$ cat src/rtl/pixel_stream_buffer.sv
// Elastic pixel FIFO between the ray-trace pipeline and the VGA scan-out.
// Locks the stream to VGA frames via the in_sof marker; flushes and relocks after underflow or misalignment.
module pixel_stream_buffer #(
  parameter int unsigned DEPTH      = 16,
  parameter int unsigned AW         = 4,
  parameter logic [7:0]  FILL_COLOR = 8'hE0
) (
  input  logic          clk,
  input  logic          rst_n,
  input  logic          clk_en,
  input  logic          video_active,
  input  logic          frame_sync,
  input  logic          in_valid,
  output logic          in_ready,
  input  logic [7:0]    in_rgb,
  input  logic          in_sof,
  output logic [2:0]    pixel_r,
  output logic [2:0]    pixel_g,
  output logic [1:0]    pixel_b,
  output logic [AW:0]   fill_level,
  output logic [7:0]    err_count,
  output logic          locked
);

  typedef enum logic [1:0] {
    WAIT_SOF   = 2'd0,
    WAIT_FRAME = 2'd1,
    STREAM     = 2'd2
  } state_e;

  state_e      state_q;
  logic [8:0]  mem_q [DEPTH];
  logic [AW:0] wr_ptr_q, wr_ptr_d;
  logic [AW:0] rd_ptr_q, rd_ptr_d;
  logic [7:0]  err_count_q, err_count_d;

  logic [8:0]  head;
  logic        empty;
  logic        full;
  logic        streaming;
  logic        visible_slot;
  logic        sof_match;
  logic        pop;
  logic        err;
  logic        push_req;
  logic        wr_en;
  logic [7:0]  pixel_word;

  assign head      = mem_q[rd_ptr_q[AW-1:0]];
  assign empty     = (wr_ptr_q == rd_ptr_q);
  assign full      = (wr_ptr_q[AW] != rd_ptr_q[AW]) &&
                     (wr_ptr_q[AW-1:0] == rd_ptr_q[AW-1:0]);
  assign streaming = (state_q == STREAM) || ((state_q == WAIT_FRAME) && frame_sync);

  assign visible_slot = clk_en && video_active && streaming;
  assign sof_match    = (head[8] == frame_sync);
  assign pop          = visible_slot && !empty && sof_match;
  assign err          = visible_slot && (empty || !sof_match);

  // While hunting for a frame start the buffer swallows everything, so it never back-pressures.
  assign in_ready = (state_q == WAIT_SOF) ? 1'b1 : !full;
  assign push_req = in_valid && in_ready;
  assign wr_en    = push_req && !err && ((state_q != WAIT_SOF) || in_sof);

  always_comb begin
    wr_ptr_d    = wr_ptr_q;
    rd_ptr_d    = rd_ptr_q;
    err_count_d = err_count_q;
    if (err) begin
      wr_ptr_d = '0;
      rd_ptr_d = '0;
      if (err_count_q != 8'hFF) begin
        err_count_d = err_count_q + 8'd1;
      end
    end else begin
      if (wr_en) begin
        wr_ptr_d = wr_ptr_q + 1'b1;
      end
      if (pop) begin
        rd_ptr_d = rd_ptr_q + 1'b1;
      end
    end
  end

  always_ff @(posedge clk or negedge rst_n) begin
    if (!rst_n) begin
      state_q     <= WAIT_SOF;
      wr_ptr_q    <= '0;
      rd_ptr_q    <= '0;
      err_count_q <= '0;
    end else begin
      wr_ptr_q    <= wr_ptr_d;
      rd_ptr_q    <= rd_ptr_d;
      err_count_q <= err_count_d;
      case (state_q)
        WAIT_SOF: begin
          if (push_req && in_sof) begin
            state_q <= WAIT_FRAME;
          end
        end
        WAIT_FRAME: begin
          if (err) begin
            state_q <= WAIT_SOF;
          end else if (pop) begin
            state_q <= STREAM;
          end
        end
        STREAM: begin
          if (err) begin
            state_q <= WAIT_SOF;
          end
        end
        default: state_q <= WAIT_SOF;
      endcase
    end
  end

  // Storage carries no reset; occupancy is defined purely by the pointers.
  always_ff @(posedge clk) begin
    if (wr_en) begin
      mem_q[wr_ptr_q[AW-1:0]] <= {in_sof, in_rgb};
    end
  end

  always_comb begin
    pixel_word = 8'h00;
    if (video_active) begin
      pixel_word = (streaming && !empty && sof_match) ? head[7:0] : FILL_COLOR;
    end
  end

  assign pixel_r    = pixel_word[7:5];
  assign pixel_g    = pixel_word[4:2];
  assign pixel_b    = pixel_word[1:0];
  assign fill_level = wr_ptr_q - rd_ptr_q;
  assign err_count  = err_count_q;
  assign locked     = (state_q == STREAM);

endmodule
$ cat config.mk
export PLATFORM = sky130hd
export DESIGN_NAME = pixel_stream_buffer
export DESIGN_NICKNAME = d
export VERILOG_FILES = /design/src/rtl/pixel_stream_buffer.sv
export SDC_FILE = /design/constraint.sdc
export NUM_CORES = 1
export LEC_CHECK = 0
export ABC_AREA = 1
export CAP_MARGIN = 10
export CORE_AREA = 2 2 119 121
export CTS_CLUSTER_DIAMETER = 120
export CTS_CLUSTER_SIZE = 25
export DETAILED_ROUTE_END_ITERATION = 12
export DIE_AREA = 0 0 121 123
export PLACE_DENSITY = 0.8
export SYNTH_ARGS = -nofsm -noshare
export SYNTH_HDL_FRONTEND = slang
export SYNTH_SLANG_ARGS = --single-unit
$ cat constraint.sdc
create_clock -name clk -period 2.7 [get_ports clk]
set_input_delay 0.54 -clock clk [delete_from_list [all_inputs] [get_ports clk]]
set_output_delay 0.54 -clock clk [all_outputs]
set_load 0.01 [all_outputs]
==> results.txt <==
----------------------------------------------------
[Setup path]
  Reg-to-Reg Start ... rd_ptr_q[0]
  Library cell appearing most often on the critical path ... sky130_fd_sc_hd__nand2_1
  Worst reg2reg setup slack ... about 0.13 ns
  Type of the worst setup path ... register to output pin
  Kind of cell with the highest combined delay on the critical path ... simple AND/OR/NAND/NOR gates
  Worst Path Buf+Inv ... 4
  Critical Path Max Stage Delay ... between 0.4 and 0.5 ns
  Cell with the largest stage delay on the worst path ... sky130_fd_sc_hd__dfrtp_2
  Required time of the worst setup path ... 2.16 ns
  Number of cell instances on the worst register-to-register path ... 13
  Arr. time, crit path ... 2.33 ns
  Cell-by-cell listing of the critical path ... buf_8 > nand2_4 > nand3_2 > nand2_1 > nand2_1 > nand2_1 > inv_2 > nand2_4 > xor2_2 > nand2_2 > buf_6 > nor3_4 > buf_2
  Startpoint kind of the worst setup timing path ... register
  CP endpoint kind ... output pin
  Terminus of the critical flop-to-flop path ... mem_q[9][0]
  Crit-path max FO ... 7

[STA]
  Fin crit period ... 2.87 ns
  Setup clock skew after layout ... 0.00663 ns
  Post-route clock period utilization ... 1.06
  Tightest slew margin relative to the limit ... 0.547
  Number of endpoints with negative hold slack in the final report ... 0
  Setup repair after global routing missed its margin ... true
  Slack of the critical path ... -0.173 ns
  Final setup violation count ... 8
  Number of pins exceeding their max-slew limit in the final report ... 0
  Achievable frequency ... 348 MHz
  Worst hold slack after final layout ... 0.452 ns
  Worst-margin pin slew ... 0.679 ns

[Clock tree]
  CTS Hold Buffers Added ... 0
  Clock buffer count from CTS ... 17
  Number of H-tree levels ... 4
  Clock transition at the registers of the reported paths ... 0.07 ns
  Clk_lat worst skew ... 0.43 ns
  Library cell used as clock root buffer ... sky130_fd_sc_hd__clkbuf_16
  Num Clock Sinks ... 164
  TritonCTS clock tree ... built
  Buffer depth of the longest clock path ... 2

[GRT]
  First-pass GRT wire length ... 27.2 mm
  Global-route total usage across every layer ... 0.244
  Vias in the first global route ... 5179
  Total grt overflow ... 0
  Largest net degree at the start of global routing ... 25
  Number of antenna violations at the first check in global routing ... 0

[Detailed routing]
  Vias post-DR ... 5389
  Violation count after the first detailed-route iteration ... 598
  Drt total wl ... between 15 and 20 mm
  Number of remaining DRC errors ... 0
  Antenna viol nets, final ... 0
  WL per Instance ... 19.2 um
  First-pass iteration count of the detailed router ... 8
  Via/cell ratio ... between 5 and 6

[Placed design]
  Post-placement worst setup slack ... -0.328 ns
  Placer Congestion ... slightly below 0.9
  Port Buffers ... 37
  Final HPWL DP ... about 11 mm

[Run status]
  Failing checks ... setup timing
  Run status ... finished with violations

[Final layout]
  Final net count ... 767
  Fraction of final layout cells sized beyond drive strength 1 ... 0.236
  Number of diodes ... 0
  Commonest non-fill, non-tap cells in the layout ... sky130_fd_sc_hd__edfxtp_1, sky130_fd_sc_hd__nand2_1, sky130_fd_sc_hd__buf_4
  Most common library cell in the layout ignoring fill and taps ... sky130_fd_sc_hd__edfxtp_1
  Growth of design area from synthesis to finish ... 25.7%

[Die]
  Overall die width ... 121 um
  Vert. Die Dim ... 123 um
  Die area ... approximately 15000 sq um
  Total I/O pin count ... 38
  Num rows ... between 40 and 50
  Starting utilization of the core area ... 0.530
  Core Footprint ... 13600 sq um

[Yosys]
  Number of warnings reported in the yosys synthesis log ... 0
  Sequential share of the synthesized area ... 0.669
  Number of different library cells in the post-synthesis netlist ... 35
  Cell Area, Synth ... around 7200 sq um
  Post-synth net total ... 668
  Mean cell area of the mapped netlist ... 11.2 sq um
  Flops & latches, synth ... roughly 160
  Synthesized instance count ... 642

[Job]
  Count of max-cap constraint violations ... 0

[Pwr]
  Worst IR Drop VDD ... around 0.67 mV
  Leakage power figure ... about 3.5 nW
  PnR Total Power ... between 9 and 10 mW
  Power density over the cells ... 1040 nW/um^2

[Hold path]
  Tightest Hold Check Type ... primary input to asynchronous set/reset pin

----------------------------------------------------
[sequential cells by signal, summed over array words and instances, names as in the netlist]
register and cells:
rd_ptr_q 5, state_q 2, mem_q 144, err_count 8, wr_ptr_q 5
[layer usage]
layer | part of all wire | vias up | global-route usage
li1 | - | 2441 | -
met1 | 0.38 | 2613 | 0.294
met2 | 0.51 | 271 | 0.421
met3 | 0.075 | 64 | 0.0581
met4 | 0.035 | 0 | 0.108
met5 | 0 | - | 0
[synth_stat cells (all sizes together)]
cell type,count,area share
edfxtp,144,0.60
o21a,1,0.0010
nor2,70,0.041
a31oi,5,0.0043
inv,44,0.023
buf,12,0.010
nand4,11,0.0095
nand2,156,0.084
nor3,7,0.0049
ha,10,0.017
o22ai,11,0.0095
xnor2,7,0.0085
clkbuf,15,0.0078
o21ai,30,0.021
dfrtp,20,0.069
nand3,41,0.030
a221oi,5,0.0061
o311ai,5,0.0061
nand3b,1,0.0010
fa,1,0.0028
or2,5,0.0043
a32o,5,0.0069
a21oi,21,0.015
o211ai,5,0.0052
xor2,10,0.012
[per-stage QoR]
stage          setup TNS, ns  std cells  utilization  instance area (sq um)
6_report               -1.19        934        0.666                   9060
5_1_grt                -1.90        934        0.666                   9060
4_1_cts               -0.213        929        0.657                   8940
3_5_place_dp          -10.76        896        0.602                   8190
3_3_place_gp           -6.74        896        0.602                   8190
2_1_floorplan          -6.25        642            -                   7240
[worst max path at each step]
stage          cells past startpoint      endpoint         from
2_1_floorplan                     12  mem_q[14][0]  rd_ptr_q[1]
3_3_place_gp                       9    pixel_g[2]   frame_sync
3_5_place_dp                       9    pixel_g[2]   frame_sync
4_1_cts                           12    pixel_b[0]  rd_ptr_q[0]
5_1_grt                           14    pixel_r[1]  rd_ptr_q[0]
6_report                          13    pixel_g[2]  rd_ptr_q[0]
[cell families after synthesis]
| kind of cell | synth area share |
|---|---|
| xor+xnor | 0.0207 |
| simple gates | 0.175 |
| buf+inv | 0.0408 |
| flops | 0.669 |
| compound gates | 0.0746 |
| fa+ha+maj | 0.0201 |
[timing repair]
| action | CTS | global route |
|---|---|---|
| setup endpoints to repair | 49 | 37 |
| resized for setup | 93 | 29 |
| gates cloned | 0 | 1 |
| setup buffers | 1 | 4 |
| pin swaps | 9 | 13 |
[where the power goes]
group	internal, mW	leakage, nW	switching [mW]
logic	1.59	1.67	2.29
clock network	1.39	0.288	1.04
registers	3.01	1.56	0.132
[final cells by class]
class | instances | area (sq um)
flip-flops and latches | 164 | 4830
fillers | 890 | 4550
multi-input cells | 407 | 2330
repair buffers | 106 | 898
clock buffers | 17 | 425
well taps | 180 | 225
clock inverters | 15 | 175
inverters | 44 | 173
repair inverters | 1 | 5.00
[worst register-to-register path, delay by kind of cell (launching register included)]
family                 cells  cell delay [ns]
DFF                        1             0.47
and+or+nand+nor           10             1.40
buffers and inverters      3             0.36
Note: power is estimated with default switching activity, not from simulation.
==> variant 1: new RTL, same settings <==
The parameter `AW` goes from 4 to 2.
--- a/src/rtl/pixel_stream_buffer.sv
+++ b/src/rtl/pixel_stream_buffer.sv
@@ -2,7 +2,7 @@
 // Locks the stream to VGA frames via the in_sof marker; flushes and relocks after underflow or misalignment.
 module pixel_stream_buffer #(
   parameter int unsigned DEPTH      = 16,
-  parameter int unsigned AW         = 4,
+  parameter int unsigned AW         = 2,
   parameter logic [7:0]  FILL_COLOR = 8'hE0
 ) (
   input  logic          clk,
Ports: changed (resized fill_level); port bits go from 38 to 36. The function was not compared with the original's and may differ.
==> variant 1 against the original RTL <==
Critical path depth fell by 3. Power fell by 64%. First-iteration DRC count fell by 80%. Final area fell by 61%. Area after synthesis fell by 64%. Register-to-register slack improved by 0.44 ns. Routed wire length fell by 64%. Worst setup slack improved by 0.28 ns. Maximum frequency rose by 11%. Sequential cell count fell by 112. Largest power group unchanged.
==> variant 1: results (changes against the original RTL) <==
- Status: complete, no violations
- Crit path from: frame_sync
- ClkCell Share: 3.938% (-2.7 points)
- P_leak: 1.454 nW (-59%)
- NonClk Buf Share: 15.32% (+5.4 points)
- EDFF count, synth: 36 (-75%)
- Worst path top cell family by delay: buffers and inverters
- Post-Layout Cell Count: 492 (-47%)
- Unique masters post-synth: 30 (-14%)
- TritonCTS Buffers: 5 (-12)
- PortBufs: 35 (-5.4%)
- Place WS: -0.2346 ns (+0.09363 ns)
- VDD IR max: 0.4872 mV (-28%)
- Share of layout cells above drive strength 1: 19.55% (-4.1 points)
- H-tree depth reported by CTS: 2 (-2)
- GRT Util Overall: 8.991% (-15 points)
- Detail Placement HPWL: 4.556 mm (-58%)
- Met2 WL: 3.405 mm (-63%)
- Bufs w/o clock: 56 (-47%)
- Multi-input combinational area share: 28.39% (+2.7 points)
- Global-route wire length before repair: 10.29 mm (-62%)
- Gpl congestion: 0.8098 (-8.0%)
- M1 GR Usage: 10.31% (-19 points)
- Flops & latches, synth: 52 (-68%)
- Multi-Input Combinational: 164 (-60%)
- GRT met2 Usage: 15.98% (-26 points)
- Max reg flops: 36 (-75%)
- Clock buffers: 7 (-10)
- Placed Cells: 481 (-46%)
- Ranking of synthesized cells by area: edfxtp_1 42%, dfrtp_1 15%, nand2_1 6.2%, nor2_1 4.5%, inv_1 4.1%
- First-pass iteration count of the detailed router: 4 (-4)
- Reg power frac: 33.6% (+0.3 points)
- Critical path buffers and inverters: 6 (+2)
- Routed wl met3: 232 µm (-83%)
- Pin count of the biggest net entering global routing: 22 (-12%)
- Syn_area_per_cell: 10.23 µm² (-8.9%)
- Pint: 0.002078 W (-65%)
- Hold WC Path Type: reg -> reg
- Number of global-route vias before repair: 2082 (-60%)
- Async SR Flop Fraction: 30.77% (+19 points)
- Clock skew: 0.009438 ns (+0.002806 ns)
- Sequential share of the synthesized area: 57.25% (-9.7 points)
- Met1 WL: 2.683 mm (-60%)
- Vias/cell: 4.073 (-29%)
- Clk_lat worst skew: 0.29 ns (-0.14 ns)
- Worst slew margin: 41.89% (-13 points)
- Register area: 1481 µm² (-69%)
- Synth cell count leaders: 43 x nand2_1, 36 x edfxtp_1, 31 x nor2_1, 28 x inv_1, 19 x o21ai_0
- Post-Synth Adder-Cell Area: 4.642% (+2.6 points)
- WP data arrival: 2.05 ns (-0.28 ns)
- Fillers: 1415 (+59%)
- Slowest library cell on the worst path: clkdlybuf4s50_1
variant 1: changes by cell type after synthesis, moves of 10 or more:
cell      change
nand2_1     -110
edfxtp_1    -108
nor2_1       -28
nand3_1      -26
a21oi_1      -15
clkbuf_1     -14
o21ai_0      -10
variant 1: path summary, 6_finish.rpt:
path	end	slack, ns
hold / removal	err_count[7]$_DFFE_PN0P_	0.55
hold reg to reg	err_count[7]$_DFFE_PN0P_	0.55
min in group asynchronous	err_count[1]$_DFFE_PN0P_	0.74
max in group asynchronous	state_q[0]$_DFFE_PN0P_	1.43
setup reg to reg	mem_q[3][1]$_DFFE_PP_	0.57
setup / recovery	pixel_r[0]	0.11
variant 1: what timing repair did:
action	4_1_cts	5_1_grt
hold endpoints to repair	0	0
pin swaps	0	1
buffers inserted	0	2
cloned	0	1
gates resized for setup	16	11
endpoints found under the setup margin	8	5
==> variant 2: new RTL, same settings <==
Made on the original files. Register the output `fill_level`, with the module's reset; this adds one clock of latency there. The other outputs are not delayed to match.
--- a/src/rtl/pixel_stream_buffer.sv
+++ b/src/rtl/pixel_stream_buffer.sv
@@ -132,7 +132,13 @@
   assign pixel_r    = pixel_word[7:5];
   assign pixel_g    = pixel_word[4:2];
   assign pixel_b    = pixel_word[1:0];
-  assign fill_level = wr_ptr_q - rd_ptr_q;
+  always_ff @(posedge clk or negedge rst_n) begin
+    if (!rst_n) begin
+      fill_level <= '0;
+    end else begin
+      fill_level <= wr_ptr_q - rd_ptr_q;
+    end
+  end
   assign err_count  = err_count_q;
   assign locked     = (state_q == STREAM);
 
Formal check against the unedited RTL: not equivalent (Yosys sat finds a counterexample within 4 cycles, from zero or initial values and one cycle with rst_n low).
==> variant 2 against the original RTL <==
The run still ends with negative setup slack left. Routed wire length rose by 8.4%. Non-clock buffer count is 5 higher. Clock skew up 0.0058 ns. Sequential cell count rose by 5. Via count increased by 3.8%. Synthesized cell count up 1.2%. Power up 0.47%. Highest routed layer unchanged. Area after synthesis rose by 2.3%. Critical path depth shrank 1. Worst setup slack got worse by 0.038 ns. Die area is the same. Utilization increased by 2.8 points. Final area grew 4.2%.
==> variant 2: results (changes against the original RTL) <==
- First-pass iteration count of the detailed router: 6 (-2)
- Final #Nets: 777 (+1.3%)
- Placed Cells: 899 (+0.33%)
- Met1 WL: 6.901 mm (+1.8%)
- Area grow syn2layout: 27.92%
- Syn Nets: 676 (+1.2%)
- Number of global-route vias before repair: 5434 (+4.9%)
- Synth Area in Compound Gates: 7.413% (-0.050 points)
- GRT Util Overall: 25.75% (+1.3 points)
- Place WS: -0.2865 ns (+0.04171 ns)
- Avg WL per Cell: 20.54 µm (+7.2%)
- Syn_area_per_cell: 11.35 µm² (+1.0%)
- Detail Placement HPWL: 11.06 mm (+2.1%)
- Pin count of the biggest net entering global routing: 33 (+32%)
- Status: complete, but fails checks
- DR vias: 5596 (+3.8%)
- Clock skew: 0.01242 ns (+0.005785 ns)
- Register-to-Register Path Depth: 17 (+4)
- Routed wl met3: 1.665 mm (+23%)
- Worst slew margin: 57.11% (+2.4 points)
- WP data arrival: 2.37 ns (+0.04 ns)
- M1 GR Usage: 30.92% (+1.5 points)
- Gpl congestion: 0.8244 (-6.4%)
- P_leak: 3.672 nW (+4.5%)
- Ranking of synthesized cells by area: edfxtp_1 59%, dfrtp_1 8.5%, nand2_1 7.5%, nor2_1 3.5%, nand3_1 2.6%
- Post-Synth Adder-Cell Area: 1.968% (-0.045 points)
- VDD IR max: 0.5061 mV (-25%)
- Violated checks: negative setup slack
- Final worst slack: -0.2117 ns (-0.03847 ns)
- Sequential share of the synthesized area: 67.11% (+0.19 points)
- Vias/cell: 5.928 (+2.7%)
- Setup violations, final: 9 (+1)
variant 2: logic make-up after synthesis:
group / after synthesis
adders and majority gates: 11
buffers and inverters: 72
DFF: 169
and+or+nand+nor: 291
AOI/OAI and AO/OA: 90
xor gates and xnor gates: 17
variant 2: final timing paths:
path                                                 end  slack [ns]
worst max-delay path                          pixel_r[1]       -0.21
worst min-delay path             wr_ptr_q[0]$_DFFE_PN0P_        0.49
worst max register to register    mem_q[11][2]$_DFFE_PP_        0.02
worst min register to register  err_count[3]$_DFFE_PN0P_        0.54
max in group asynchronous        rd_ptr_q[0]$_DFFE_PN0P_        1.94
min in group clk                err_count[3]$_DFFE_PN0P_        0.54
variant 2: where the power goes:
group	internal, W	switching (W)	total [W]
clock	0.00130	0.00108	0.00239
sequential	0.00313	0.000138	0.00327
combinational	0.00161	0.00224	0.00385
total	0.00604	0.00346	0.00950
variant 2: critical path, stage by stage, from the launching register on:
cell	delay [ns]
dfrtp_2	0.48
clkinv_4	0.15
buf_6	0.16
buf_12	0.13
o21ai_0	0.20
o22ai_1	0.10
nand2_1	0.08
nand2_1	0.08
a31oi_2	0.20
nand3_2	0.10
nand2_1	0.08
inv_1	0.05
buf_2	0.13
variant 2: final cells by class:
type	count	area, µm²
Sequential cell	169	4951
Inverter	42	165.2
Tap cell	180	225.2
Timing Repair Buffer	111	1180
Fill cell	816	4177
Clock inverter	15	151.4
Multi-Input combinational cell	409	2326
Clock buffer	17	425.4
Timing Repair inverter	1	11.26
variant 2: timing repair:
item / in CTS / in global routing
hold endpoints to repair: 0 / 0
setup buffers: 4 / 6
resized for setup: 79 / 45
gates cloned: 2 / 3
pin swaps: 9 / 22
setup endpoints to repair: 9 / 11
hold buffers: 0 / 0
